**src/rtl/spi_pkg.sv**
```systemverilog
// Shared SPI definitions: FSM state encoding, byte width, bus mode and the
// debug view exported by the slave.
package spi_pkg;

    typedef enum logic {
        IDLE   = 1'b0,
        ACTIVE = 1'b1
    } state_t;

    localparam int SPI_BYTE_W = 8;

    // {CPOL, CPHA}; mode 0 means sck idles low and data is sampled on the rise.
    localparam logic [1:0] SPI_MODE = 2'd0;

    typedef struct packed {
        state_t     state;
        logic [2:0] bit_cnt;
        logic       hold_full;
        logic       sck_s;
        logic       cs_s;
    } dbg_t;

    function automatic logic [15:0] sat_inc16(input logic [15:0] v);
        return (v == 16'hFFFF) ? v : v + 16'd1;
    endfunction

endpackage

```
**src/rtl/spi_if.sv**
```systemverilog
// SPI pins plus the system-side transmit/receive/status signals of the slave.
interface spi_if;
    import spi_pkg::*;

    logic                  sck;
    logic                  cs_n;
    logic                  mosi;
    logic                  miso;
    logic                  miso_oe;

    // tx_valid/tx_ready: a byte transfers on every sysclk rising edge where
    // both are high; tx_valid may be raised at any time and tx_data must stay
    // stable while tx_valid is high and tx_ready is low.
    logic [SPI_BYTE_W-1:0] tx_data;
    logic                  tx_valid;
    logic                  tx_ready;

    logic [SPI_BYTE_W-1:0] rx_data;
    logic                  rx_valid;
    logic [15:0]           byte_count;
    logic                  busy;
    logic                  tx_underrun;
    logic                  frame_abort;

    modport slave (
        input  sck, cs_n, mosi, tx_data, tx_valid,
        output miso, miso_oe, tx_ready, rx_data, rx_valid,
               byte_count, busy, tx_underrun, frame_abort
    );

    modport master (
        output sck, cs_n, mosi, tx_data, tx_valid,
        input  miso, miso_oe, tx_ready, rx_data, rx_valid,
               byte_count, busy, tx_underrun, frame_abort
    );

endinterface

```
**src/rtl/spi_sync_edge.sv**
```systemverilog
// N-flop synchronizer for an asynchronous input, with rise/fall pulses taken
// against one further registered copy of the synchronized level.
module spi_sync_edge #(
    parameter int   N         = 2,
    parameter logic RESET_VAL = 1'b0
) (
    input  logic sysclk,
    input  logic rst,
    input  logic d,
    output logic q,
    output logic rise,
    output logic fall
);

    logic [N-1:0] chain;
    logic         prev;

    // Preset to the line's idle level so leaving reset never fakes an edge.
    always_ff @(posedge sysclk) begin
        if (rst) begin
            chain <= {N{RESET_VAL}};
            prev  <= RESET_VAL;
        end else begin
            chain <= {chain[N-2:0], d};
            prev  <= chain[N-1];
        end
    end

    assign q    = chain[N-1];
    assign rise = q & ~prev;
    assign fall = ~q & prev;

endmodule

```
**src/rtl/spi_slave.sv**
```systemverilog
// SPI mode-0 slave, LSB first, 8-bit bytes, oversampled by sysclk, with a
// one-entry transmit holding register in front of the tx shift register.
module spi_slave
    import spi_pkg::*;
#(
    parameter int         SYNC_STAGES = 2,
    parameter logic [7:0] IDLE_FILL   = 8'h00
) (
    input  logic sysclk,
    input  logic rst,
    spi_if.slave bus,
    output dbg_t dbg
);

    localparam logic       SCK_IDLE = SPI_MODE[1];
    localparam logic [2:0] LAST_BIT = 3'(SPI_BYTE_W - 1);

    logic sck_s, sck_rise, sck_fall;
    logic cs_s, cs_rise, cs_fall;
    logic [SYNC_STAGES-1:0] mosi_chain;
    logic mosi_s;

    state_t state, state_nxt;
    logic   busy, start, stop, rx_edge, tx_edge;

    logic       load_now, shift_now, accept, load_under;
    logic [7:0] load_val;
    logic [7:0] rx_next;

    logic [2:0]  bit_cnt;
    logic        byte_done;
    logic [15:0] byte_count;
    logic [6:0]  rx_shift;
    logic [7:0]  rx_data;
    logic        rx_valid;
    logic [6:0]  tx_rest;
    logic        miso, miso_oe;
    logic        hold_full;
    logic [7:0]  hold_data;
    logic        tx_underrun, frame_abort;

    spi_sync_edge #(.N(SYNC_STAGES), .RESET_VAL(SCK_IDLE)) u_sck_sync (
        .sysclk (sysclk),
        .rst    (rst),
        .d      (bus.sck),
        .q      (sck_s),
        .rise   (sck_rise),
        .fall   (sck_fall)
    );

    spi_sync_edge #(.N(SYNC_STAGES), .RESET_VAL(1'b1)) u_cs_sync (
        .sysclk (sysclk),
        .rst    (rst),
        .d      (bus.cs_n),
        .q      (cs_s),
        .rise   (cs_rise),
        .fall   (cs_fall)
    );

    // Same depth as the sck chain, so mosi_s is aligned with the detected rise.
    always_ff @(posedge sysclk) begin
        if (rst) mosi_chain <= '0;
        else     mosi_chain <= {mosi_chain[SYNC_STAGES-2:0], bus.mosi};
    end
    assign mosi_s = mosi_chain[SYNC_STAGES-1];

    always_ff @(posedge sysclk) begin
        if (rst) state <= IDLE;
        else     state <= state_nxt;
    end

    always_comb begin
        state_nxt = state;
        case (state)
            IDLE:    if (cs_fall) state_nxt = ACTIVE;
            ACTIVE:  if (cs_rise) state_nxt = IDLE;
            default: state_nxt = IDLE;
        endcase
    end

    always_comb begin
        busy    = (state == ACTIVE);
        start   = (state == IDLE) && cs_fall;
        stop    = (state == ACTIVE) && cs_rise;
        rx_edge = (state == ACTIVE) && !cs_rise && sck_rise;
        tx_edge = (state == ACTIVE) && !cs_rise && sck_fall;
        dbg     = '{state: state, bit_cnt: bit_cnt, hold_full: hold_full,
                    sck_s: sck_s, cs_s: cs_s};
    end

    assign accept    = bus.tx_valid & ~hold_full;
    assign load_now  = start | (tx_edge && (bit_cnt == 3'd0) && byte_done);
    assign shift_now = tx_edge && (bit_cnt != 3'd0);
    assign rx_next   = {mosi_s, rx_shift};

    // A byte arriving in the reload cycle bypasses the holding register.
    always_comb begin
        load_val   = IDLE_FILL;
        load_under = 1'b0;
        if (hold_full)   load_val = hold_data;
        else if (accept) load_val = bus.tx_data;
        else             load_under = load_now;
    end

    always_ff @(posedge sysclk) begin
        if (rst) begin
            bit_cnt     <= '0;
            byte_done   <= 1'b0;
            byte_count  <= '0;
            rx_shift    <= '0;
            rx_data     <= '0;
            rx_valid    <= 1'b0;
            tx_rest     <= '0;
            miso        <= 1'b0;
            miso_oe     <= 1'b0;
            hold_full   <= 1'b0;
            hold_data   <= '0;
            tx_underrun <= 1'b0;
            frame_abort <= 1'b0;
        end else begin
            rx_valid    <= 1'b0;
            tx_underrun <= 1'b0;
            frame_abort <= 1'b0;
            miso_oe     <= ~cs_s;

            if (!busy && !start) miso <= 1'b0;

            if (load_now) begin
                tx_rest     <= load_val[7:1];
                miso        <= load_val[0];
                hold_full   <= 1'b0;
                tx_underrun <= load_under;
                byte_done   <= 1'b0;
            end else begin
                if (accept) begin
                    hold_full <= 1'b1;
                    hold_data <= bus.tx_data;
                end
                if (shift_now) begin
                    miso    <= tx_rest[0];
                    tx_rest <= {1'b0, tx_rest[6:1]};
                end
            end

            if (start) begin
                bit_cnt    <= '0;
                byte_count <= '0;
            end

            if (rx_edge) begin
                rx_shift <= rx_next[7:1];
                if (bit_cnt == LAST_BIT) begin
                    rx_data    <= rx_next;
                    rx_valid   <= 1'b1;
                    byte_count <= sat_inc16(byte_count);
                    bit_cnt    <= '0;
                    byte_done  <= 1'b1;
                end else begin
                    bit_cnt <= bit_cnt + 3'd1;
                end
            end

            // Holding register is deliberately left untouched at frame end.
            if (stop) begin
                frame_abort <= (bit_cnt != 3'd0);
                bit_cnt     <= '0;
                byte_done   <= 1'b0;
                miso        <= 1'b0;
            end
        end
    end

    assign bus.miso        = miso;
    assign bus.miso_oe     = miso_oe;
    assign bus.tx_ready    = ~hold_full;
    assign bus.rx_data     = rx_data;
    assign bus.rx_valid    = rx_valid;
    assign bus.byte_count  = byte_count;
    assign bus.busy        = busy;
    assign bus.tx_underrun = tx_underrun;
    assign bus.frame_abort = frame_abort;

endmodule

```
**src/flat_wrapper.sv**
```systemverilog
// flat-port wrapper written by rule: the top's interface ports become plain ports
module spi_slave_flat import spi_pkg::*;
#(
    parameter int         SYNC_STAGES = 2,
    parameter logic [7:0] IDLE_FILL   = 8'h00
)
  (sysclk, rst, dbg, bus_sck, bus_cs_n, bus_mosi, bus_tx_data, bus_tx_valid, bus_miso, bus_miso_oe, bus_tx_ready, bus_rx_data, bus_rx_valid, bus_byte_count, bus_busy, bus_tx_underrun, bus_frame_abort);
  spi_if bus_i ();
  input  logic sysclk;
  input  logic rst;
  output dbg_t dbg;
  input wire logic [$bits(bus_i.sck)-1:0] bus_sck;
  input wire logic [$bits(bus_i.cs_n)-1:0] bus_cs_n;
  input wire logic [$bits(bus_i.mosi)-1:0] bus_mosi;
  input wire logic [$bits(bus_i.tx_data)-1:0] bus_tx_data;
  input wire logic [$bits(bus_i.tx_valid)-1:0] bus_tx_valid;
  output wire logic [$bits(bus_i.miso)-1:0] bus_miso;
  output wire logic [$bits(bus_i.miso_oe)-1:0] bus_miso_oe;
  output wire logic [$bits(bus_i.tx_ready)-1:0] bus_tx_ready;
  output wire logic [$bits(bus_i.rx_data)-1:0] bus_rx_data;
  output wire logic [$bits(bus_i.rx_valid)-1:0] bus_rx_valid;
  output wire logic [$bits(bus_i.byte_count)-1:0] bus_byte_count;
  output wire logic [$bits(bus_i.busy)-1:0] bus_busy;
  output wire logic [$bits(bus_i.tx_underrun)-1:0] bus_tx_underrun;
  output wire logic [$bits(bus_i.frame_abort)-1:0] bus_frame_abort;
  assign bus_i.sck = bus_sck;
  assign bus_i.cs_n = bus_cs_n;
  assign bus_i.mosi = bus_mosi;
  assign bus_i.tx_data = bus_tx_data;
  assign bus_i.tx_valid = bus_tx_valid;
  assign bus_miso = bus_i.miso;
  assign bus_miso_oe = bus_i.miso_oe;
  assign bus_tx_ready = bus_i.tx_ready;
  assign bus_rx_data = bus_i.rx_data;
  assign bus_rx_valid = bus_i.rx_valid;
  assign bus_byte_count = bus_i.byte_count;
  assign bus_busy = bus_i.busy;
  assign bus_tx_underrun = bus_i.tx_underrun;
  assign bus_frame_abort = bus_i.frame_abort;
  spi_slave #(.SYNC_STAGES(SYNC_STAGES), .IDLE_FILL(IDLE_FILL)) u_core (.sysclk(sysclk), .rst(rst), .bus(bus_i), .dbg(dbg));
endmodule
```
**config.mk**
```make
export PLATFORM = sky130hd
export DESIGN_NAME = spi_slave_flat
export DESIGN_NICKNAME = d
export VERILOG_FILES = /design/src/rtl/spi_pkg.sv /design/src/rtl/spi_if.sv /design/src/rtl/spi_sync_edge.sv /design/src/rtl/spi_slave.sv /design/src/flat_wrapper.sv
export SDC_FILE = /design/constraint.sdc
export NUM_CORES = 1
export LEC_CHECK = 0
export BUFFER_PORTS_ARGS = -buffer_cell sky130_fd_sc_hd__buf_2
export CAP_MARGIN = 20
export CORE_UTILIZATION = 55
export DETAILED_ROUTE_END_ITERATION = 10
export GPL_TIMING_DRIVEN = 1
export PLACE_DENSITY = 0.79
export SYNTH_ARGS = -nofsm -noshare
export SYNTH_HDL_FRONTEND = slang
export SYNTH_SLANG_ARGS = --single-unit
export TNS_END_PERCENT = 50
```
**constraint.sdc**
```tcl
create_clock -name sysclk -period 2.25 [get_ports sysclk]
set_input_delay 0.225 -clock sysclk [delete_from_list [all_inputs] [get_ports sysclk]]
set_output_delay 0.225 -clock sysclk [all_outputs]
set_load 0.01 [all_outputs]
```
-- After elaboration in Yosys (flattened, before gate mapping)
Cells that the tools add are included.
- flip-flop bits (word level): 65
- output and inout bits: 38
- input bits: 14
- logic and storage cells: 85
- $add $sub $neg: 2
- muxes and demuxes: 22
- eq/ne operators: 3
- reductions and logical operators: 24
- bitwise gates (word level): 15
- operators with widths (kind ; count):
    $mux W16 ; 4
    $add A16 B1 Y16 const B ; 1
    $eq A16 B16 Y1 const B ; 1
    $mux W8 ; 2
    $mux W7 ; 2
    $mux W1 ; 10
    $logic_and A1 B1 Y1 ; 9
    $mux W3 ; 3
    $not A1 Y1 ; 9
    $reduce_or A2 Y1 ; 4
    $reduce_bool A3 Y1 ; 2
    $and A1 B1 Y1 ; 5
    $reduce_and A2 Y1 ; 2
    $reduce_bool A2 Y1 ; 2
    $add A3 B1 Y3 const B ; 1
    $eq A3 B3 Y1 const B ; 1
    $logic_not A1 Y1 ; 3
    $logic_not A3 Y1 ; 1
    $ne A3 B3 Y1 const B ; 1
    $reduce_or A3 Y1 ; 1
    $pmux W1 S2 ; 1
    $or A1 B1 Y1 ; 1

-- Longest topological paths before layout
- depth after elaboration: 11
- mapped depth: 8
- gate-level depth less buffers: 7

-- Hierarchy
From an unflattened synthesis, not the netlist that was laid out.
- cell total of the unflattened synthesis: 316
- area, all modules: 2771.4 um2
- modules (own cells, without submodules) (module ; area each (um2) ; cells each ; instances ; sequential area each (um2)):
    spi_slave ; 2587.5 ; 300 ; 1 ; 1181.1
    spi_sync_edge at u_core.u_cs_sync ; 92.6 ; 8 ; 1 ; 60.1
    spi_sync_edge at u_core.u_sck_sync ; 91.3 ; 8 ; 1 ; 60.1

-- Worst setup path after synthesis
Ideal clock, no wire load.
- kind: register -> register
- start: register u_core.bit_cnt[0]
- end: register u_core.byte_count[13], in the netlist u_core.bus.byte_count[13]
- setup time: 0.059 ns
- data arrival time: 1.879 ns
- required time: 2.191 ns
- clock period less this slack: 1.938 ns
- path buffers: 0
- cell stages (with the launch flop): 8
- path slack: 0.312 ns
- cell sequence: dfxtp_1 -> ha_1 -> ha_1 -> and3b_1 -> nand3_2 -> or4b_4 -> a211oi_2 -> a31o_1
- word-level cells in the longest chain between the ends: 3
- elaborated cells on any way between the ends: 4
- classes of those cells: eq/ne: 2; mux: 2
- RTL lines (element ; line ; RTL):
    from (decl) ; spi_slave.sv:30 ; logic [2:0] bit_cnt;
    from (signal assigned) ; spi_slave.sv:159 ; bit_cnt <= bit_cnt + 3'd1;
    $eq A3 B3 Y1 (*) ; spi_slave.sv:152 ; if (bit_cnt == LAST_BIT) begin
    $mux W16 ; spi_slave.sv:152 ;
    $mux W16 ; spi_slave.sv:150 ; if (rx_edge) begin
    to (signal assigned) ; spi_slave.sv:155 ; byte_count <= sat_inc16(byte_count);
    to (decl) ; spi_slave.sv:32 ; logic [15:0] byte_count;
Mark *: on every way between the ends. The rest lies on a longest branch, timed or not.
A chain may end at the register's enable or synchronous reset.

-- Final worst setup path
Same ends and word-level chain as after synthesis.

==> metrics.md <==
| Metric | Value |
|---|---|
| Post-Route M1 WL | between 2000 and 3000 um |
| Post-detailed-placement half-perimeter wirelength | about 4100 um |
| IO Pins | 52 |
| Die Footprint | approximately 0.0054 mm^2 |
| GP Congestion | around 0.83 |
| Average vias per placed instance | between 5 and 6 |
| Maximum capacitance violations | 0 |
| Average cell area after synthesis | 8.80 um^2 |
| Fraction of the mapped netlist area in compound gates | 14.6% |
| DRC errors left | 0 |
| Final clock skew | between 0.008 and 0.009 ns |
| Overall global routing resource usage | between 20% and 30% |
| Starting density of the core | between 50% and 60% |
| Most frequent cells in the layout | 65 x sky130_fd_sc_hd__dfxtp_1, 51 x sky130_fd_sc_hd__buf_2, 45 x sky130_fd_sc_hd__nand2_1, 30 x sky130_fd_sc_hd__a21oi_1, 25 x sky130_fd_sc_hd__nor2_1 |
| Final-report max-slew violation count | 0 |
| Layout overhead on the synthesized area | 18.2% |
| Level count of the clock H-tree | 3 |
| Share of total power consumed by net switching | roughly 22% |
| Cell type with the highest aggregate area in the netlist | sky130_fd_sc_hd__dfxtp_1 |
| Synthesized cell area | 0.00282 mm^2 |
| Pre-Repair DR Iteration Count | 4 |
| Clock-pin slew on the worst setup and hold paths | 0.07 ns |
| Proportion of synthesized chip area in sequential cells | between 40% and 50% |
| Insertion delay of the later-clocked pin in the worst-skew pair | between 0.3 and 0.4 ns |
| Worst hold path class | input pin to flip-flop |
| Minimum clock period after layout | 2.07 ns |
| Overall power after layout | between 2 and 2.5 mW |
| Count of warnings emitted by yosys | 0 |
| Combinational family with the most area after synthesis | simple AND/OR/NAND/NOR gates |
| Detailed Route Iter0 Violations | about 140 |
| Synthesized-area fraction occupied by xor and xnor cells | 0.930% |
| Number of nets in the finished design | roughly 390 |
| Wire length of the first global-routing pass | about 10000 um |
| Adder and majority gate portion of the synthesized area | 1.77% |
| Endpoint of the most critical register-to-register path | u_core.bus.byte_count[13]$_SDFFE_PP0P_ |
| Basic-gate share of the synthesized area counting and, or, nand and nor cells | 25.7% |
| Critical path data arrival time | 2.35 ns |
| Average routed wire per standard cell | 13.8 um |
| Clock sinks | 65 |
| Ys async rst share | 0% |
| Number of hold violations in the final report | 0 |
| Filler instances | 426 |
| Worst slew pin tran | around 0.46 ns |
| Number of instances in the synthesized netlist | approximately 320 |
| Total number of vias | 2466 |
| DRT antenna net count | 0 |
| Hold path startpoint | bus_cs_n |
| Status | complete, no violations |
| Met3 routed WL | approximately 350 um |
| FF+latch count, synth | 65 |
| Width of the die | between 70 and 80 um |
| RSZ-0062 raised after global routing | false |
| Top routing layer in use | met4 |
| Worst setup startpoint | u_core.bit_cnt[0]$_SDFFE_PP0P_ |
| Worst hold path endpoint | u_core.u_cs_sync.chain[0]$_SDFF_PP1_ |
| Num CTS Buffers | 9 |
| Endpoint type of the worst setup path | flip-flop |
| Startpoint-to-endpoint class of the critical path | flip-flop to flip-flop |
| Root cell of the clock tree | sky130_fd_sc_hd__clkbuf_8 |
| Total length of routed wires | a little over 6000 um |
| Count of inserted antenna diode cells | 0 |
| Longest Clk Path Bufs | 2 |
| Required time at the worst-slack endpoint | between 2 and 3 ns |
| IO buf count | 51 |
| Final cycle utilization of the critical path | 91.9% |
| Startpoint class of the critical path | flip-flop |
| Number of gates resized after CTS | 0 |
| FF-to-FF setup slack | approximately 0.18 ns |
| Detailed route wirelength on metal2 | 2760 um |
| Reg power frac | between 50% and 60% |
| Logic depth of the worst register-to-register path | 7 |
| Crit Reg-Reg Startpoint | u_core.bit_cnt[0]$_SDFFE_PP0P_ |
| Synthesized Nets | approximately 340 |
| Core area | slightly below 0.005 mm^2 |
| Number of antenna violations at the first check in global routing | 0 |
| Overall die height | roughly 74 um |
| Count of distinct cell types in the synthesized netlist | 48 |
| Mux cell area share after synthesis | between 6 and 7% |
| Number of flops mapped to enable cells by yosys | 0 |
| Final WS setup | between 0.15 and 0.2 ns |
| Largest net degree at the start of global routing | 35 |
| Achievable frequency | about 480 MHz |
| Static Leakage | 1.39 nW |
| Number of standard-cell rows in the floorplan | 25 |
| Largest cells by area after synthesis | sky130_fd_sc_hd__dfxtp_1 46%, sky130_fd_sc_hd__nand2_1 6.0%, sky130_fd_sc_hd__a21oi_1 5.3% |
| Post-Place Worst Slack | 0.218 ns |
| Most frequent standard cell in the layout excluding fill and tap cells | sky130_fd_sc_hd__dfxtp_1 |
| Top_reg_cell synth | sky130_fd_sc_hd__dfxtp_1 |
| Worst supply voltage drop on vdd | ~0.47 mV |
| Largest fanout of any net on the critical path | 6 |
| Fraction of power consumed by the clock network | 44.9% |
| Psw | about 0.52 mW |
| Setup fix buffers added after clock tree synthesis | 0 |
| Share of the synthesized area in the top cell type | 46.1% |
| Count of final setup violators | 0 |
| Hold buffers post-CTS | 0 |
| Total overflow reported by the global router | 0 |
| Vias in the first global route | 2192 |
| Clock tree from TritonCTS | yes |
| Slew HR | a little under 70% |
| Internal power | around 1.9 mW |
| Final TNS setup | 0 ns |
| Cell count of the worst hold path | 2 |
| Fraction of final layout cells with drive strength greater than 1 | 24.1% |
| Part of the power in combinational logic | between 5 and 6% |
| Ratio of total power to cell area | 716 mW/mm^2 |
[logic make-up (layout without fill, tap and decap cells)]
group | after synthesis | after routing
simple gates | 139 | 139
flops | 65 | 65
compound gates | 63 | 63
buf+inv | 30 | 83
mux | 17 | 17
fa+ha+maj | 4 | 4
xor+xnor | 3 | 3
[worst max-delay path by stage]
stage | end | slack (ns) | cells past startpoint
finish | u_core.bus.byte_count[13]$_SDFFE_PP0P_ | 0.18 | 7
CTS | u_core.bus.byte_count[13]$_SDFFE_PP0P_ | 0.18 | 7
global placement | u_core.bus.byte_count[13]$_SDFFE_PP0P_ | 0.28 | 7
floorplan | u_core.bus.byte_count[13]$_SDFFE_PP0P_ | 0.31 | 7
global route | u_core.bus.byte_count[13]$_SDFFE_PP0P_ | 0.06 | 7
detailed placement | u_core.bus.byte_count[13]$_SDFFE_PP0P_ | 0.22 | 7
[registers in the layout, summed over array words and instances, names as in the netlist]
| signal | cells |
|---|---|
| u_core.bus.frame_abort | 1 |
| u_core.tx_rest | 7 |
| u_core.bus.rx_data | 8 |
| u_core.u_cs_sync.prev | 1 |
| u_core.rx_shift | 7 |
| u_core.bus.byte_count | 16 |
| u_core.bus.miso_oe | 1 |
| u_core.bus.busy | 1 |
| u_core.mosi_chain | 2 |
| u_core.bit_cnt | 3 |
| u_core.bus.miso | 1 |
| u_core.u_sck_sync.chain | 2 |
| u_core.hold_full | 1 |
| u_core.byte_done | 1 |
| u_core.hold_data | 8 |
| u_core.u_sck_sync.prev | 1 |
| u_core.bus.rx_valid | 1 |
| u_core.bus.tx_underrun | 1 |
| u_core.u_cs_sync.chain | 2 |
[power by group through the flow]
stage | logic [mW] | registers [mW] | clock network, mW
2_1_floorplan | 0.0941 | 1.21 | 0
3_3_place_gp | 0.120 | 1.22 | 0
3_5_place_dp | 0.122 | 1.22 | 0
4_1_cts | 0.122 | 1.19 | 1.08
5_1_grt | 0.135 | 1.20 | 1.12
6_report | 0.122 | 1.19 | 1.07
[critical path, stage by stage (launching register included)]
cell and delay, ns:
sky130_fd_sc_hd__dfxtp_1 0.41, sky130_fd_sc_hd__ha_1 0.17, sky130_fd_sc_hd__ha_1 0.16, sky130_fd_sc_hd__and3b_1 0.19, sky130_fd_sc_hd__nand3_2 0.14, sky130_fd_sc_hd__or4b_4 0.59
sky130_fd_sc_hd__a211oi_2 0.22, sky130_fd_sc_hd__a31o_1 0.12
[cell type report]
cell class	count	area (um^2)	area share [%]
clock inverters	3	65.1	1.95
repair buffers	60	323	9.67
inverters	8	30.0	0.900
clock buffers	12	145	4.35
flip-flops and latches	65	1300	39.0
well taps	67	83.8	2.51
multi-input cells	226	1390	41.6
[synth_stat cells, drive strengths merged, types with 6 or more instances]
library cell / n
and3: 9
nand2: 45
nand3: 13
a211oi: 14
nor2: 26
inv: 6
a21oi: 30
clkbuf: 13
mux2i: 14
buf: 9
nand2b: 6
nor2b: 6
dfxtp: 65
nand4: 9
[layer usage]
metal,global-route usage [%],vias to the layer above
li1,-,1228
met1,30.4,1131
met2,38.1,89
met3,4.25,18
met4,15.8,0
met5,0,-
[through the flow]
step	cell area (um^2)	util [%]	hold slack [ns]	instances
global placement	3130	64.9	0.391	426
finish	3340	69.3	0.0576	441
global route	3340	69.3	0.0668	441
detailed placement	3130	64.9	0.393	426
CTS	3340	69.3	0.0500	441
floorplan	2820	-	0.329	321
Power figures use the tool's default switching activity.
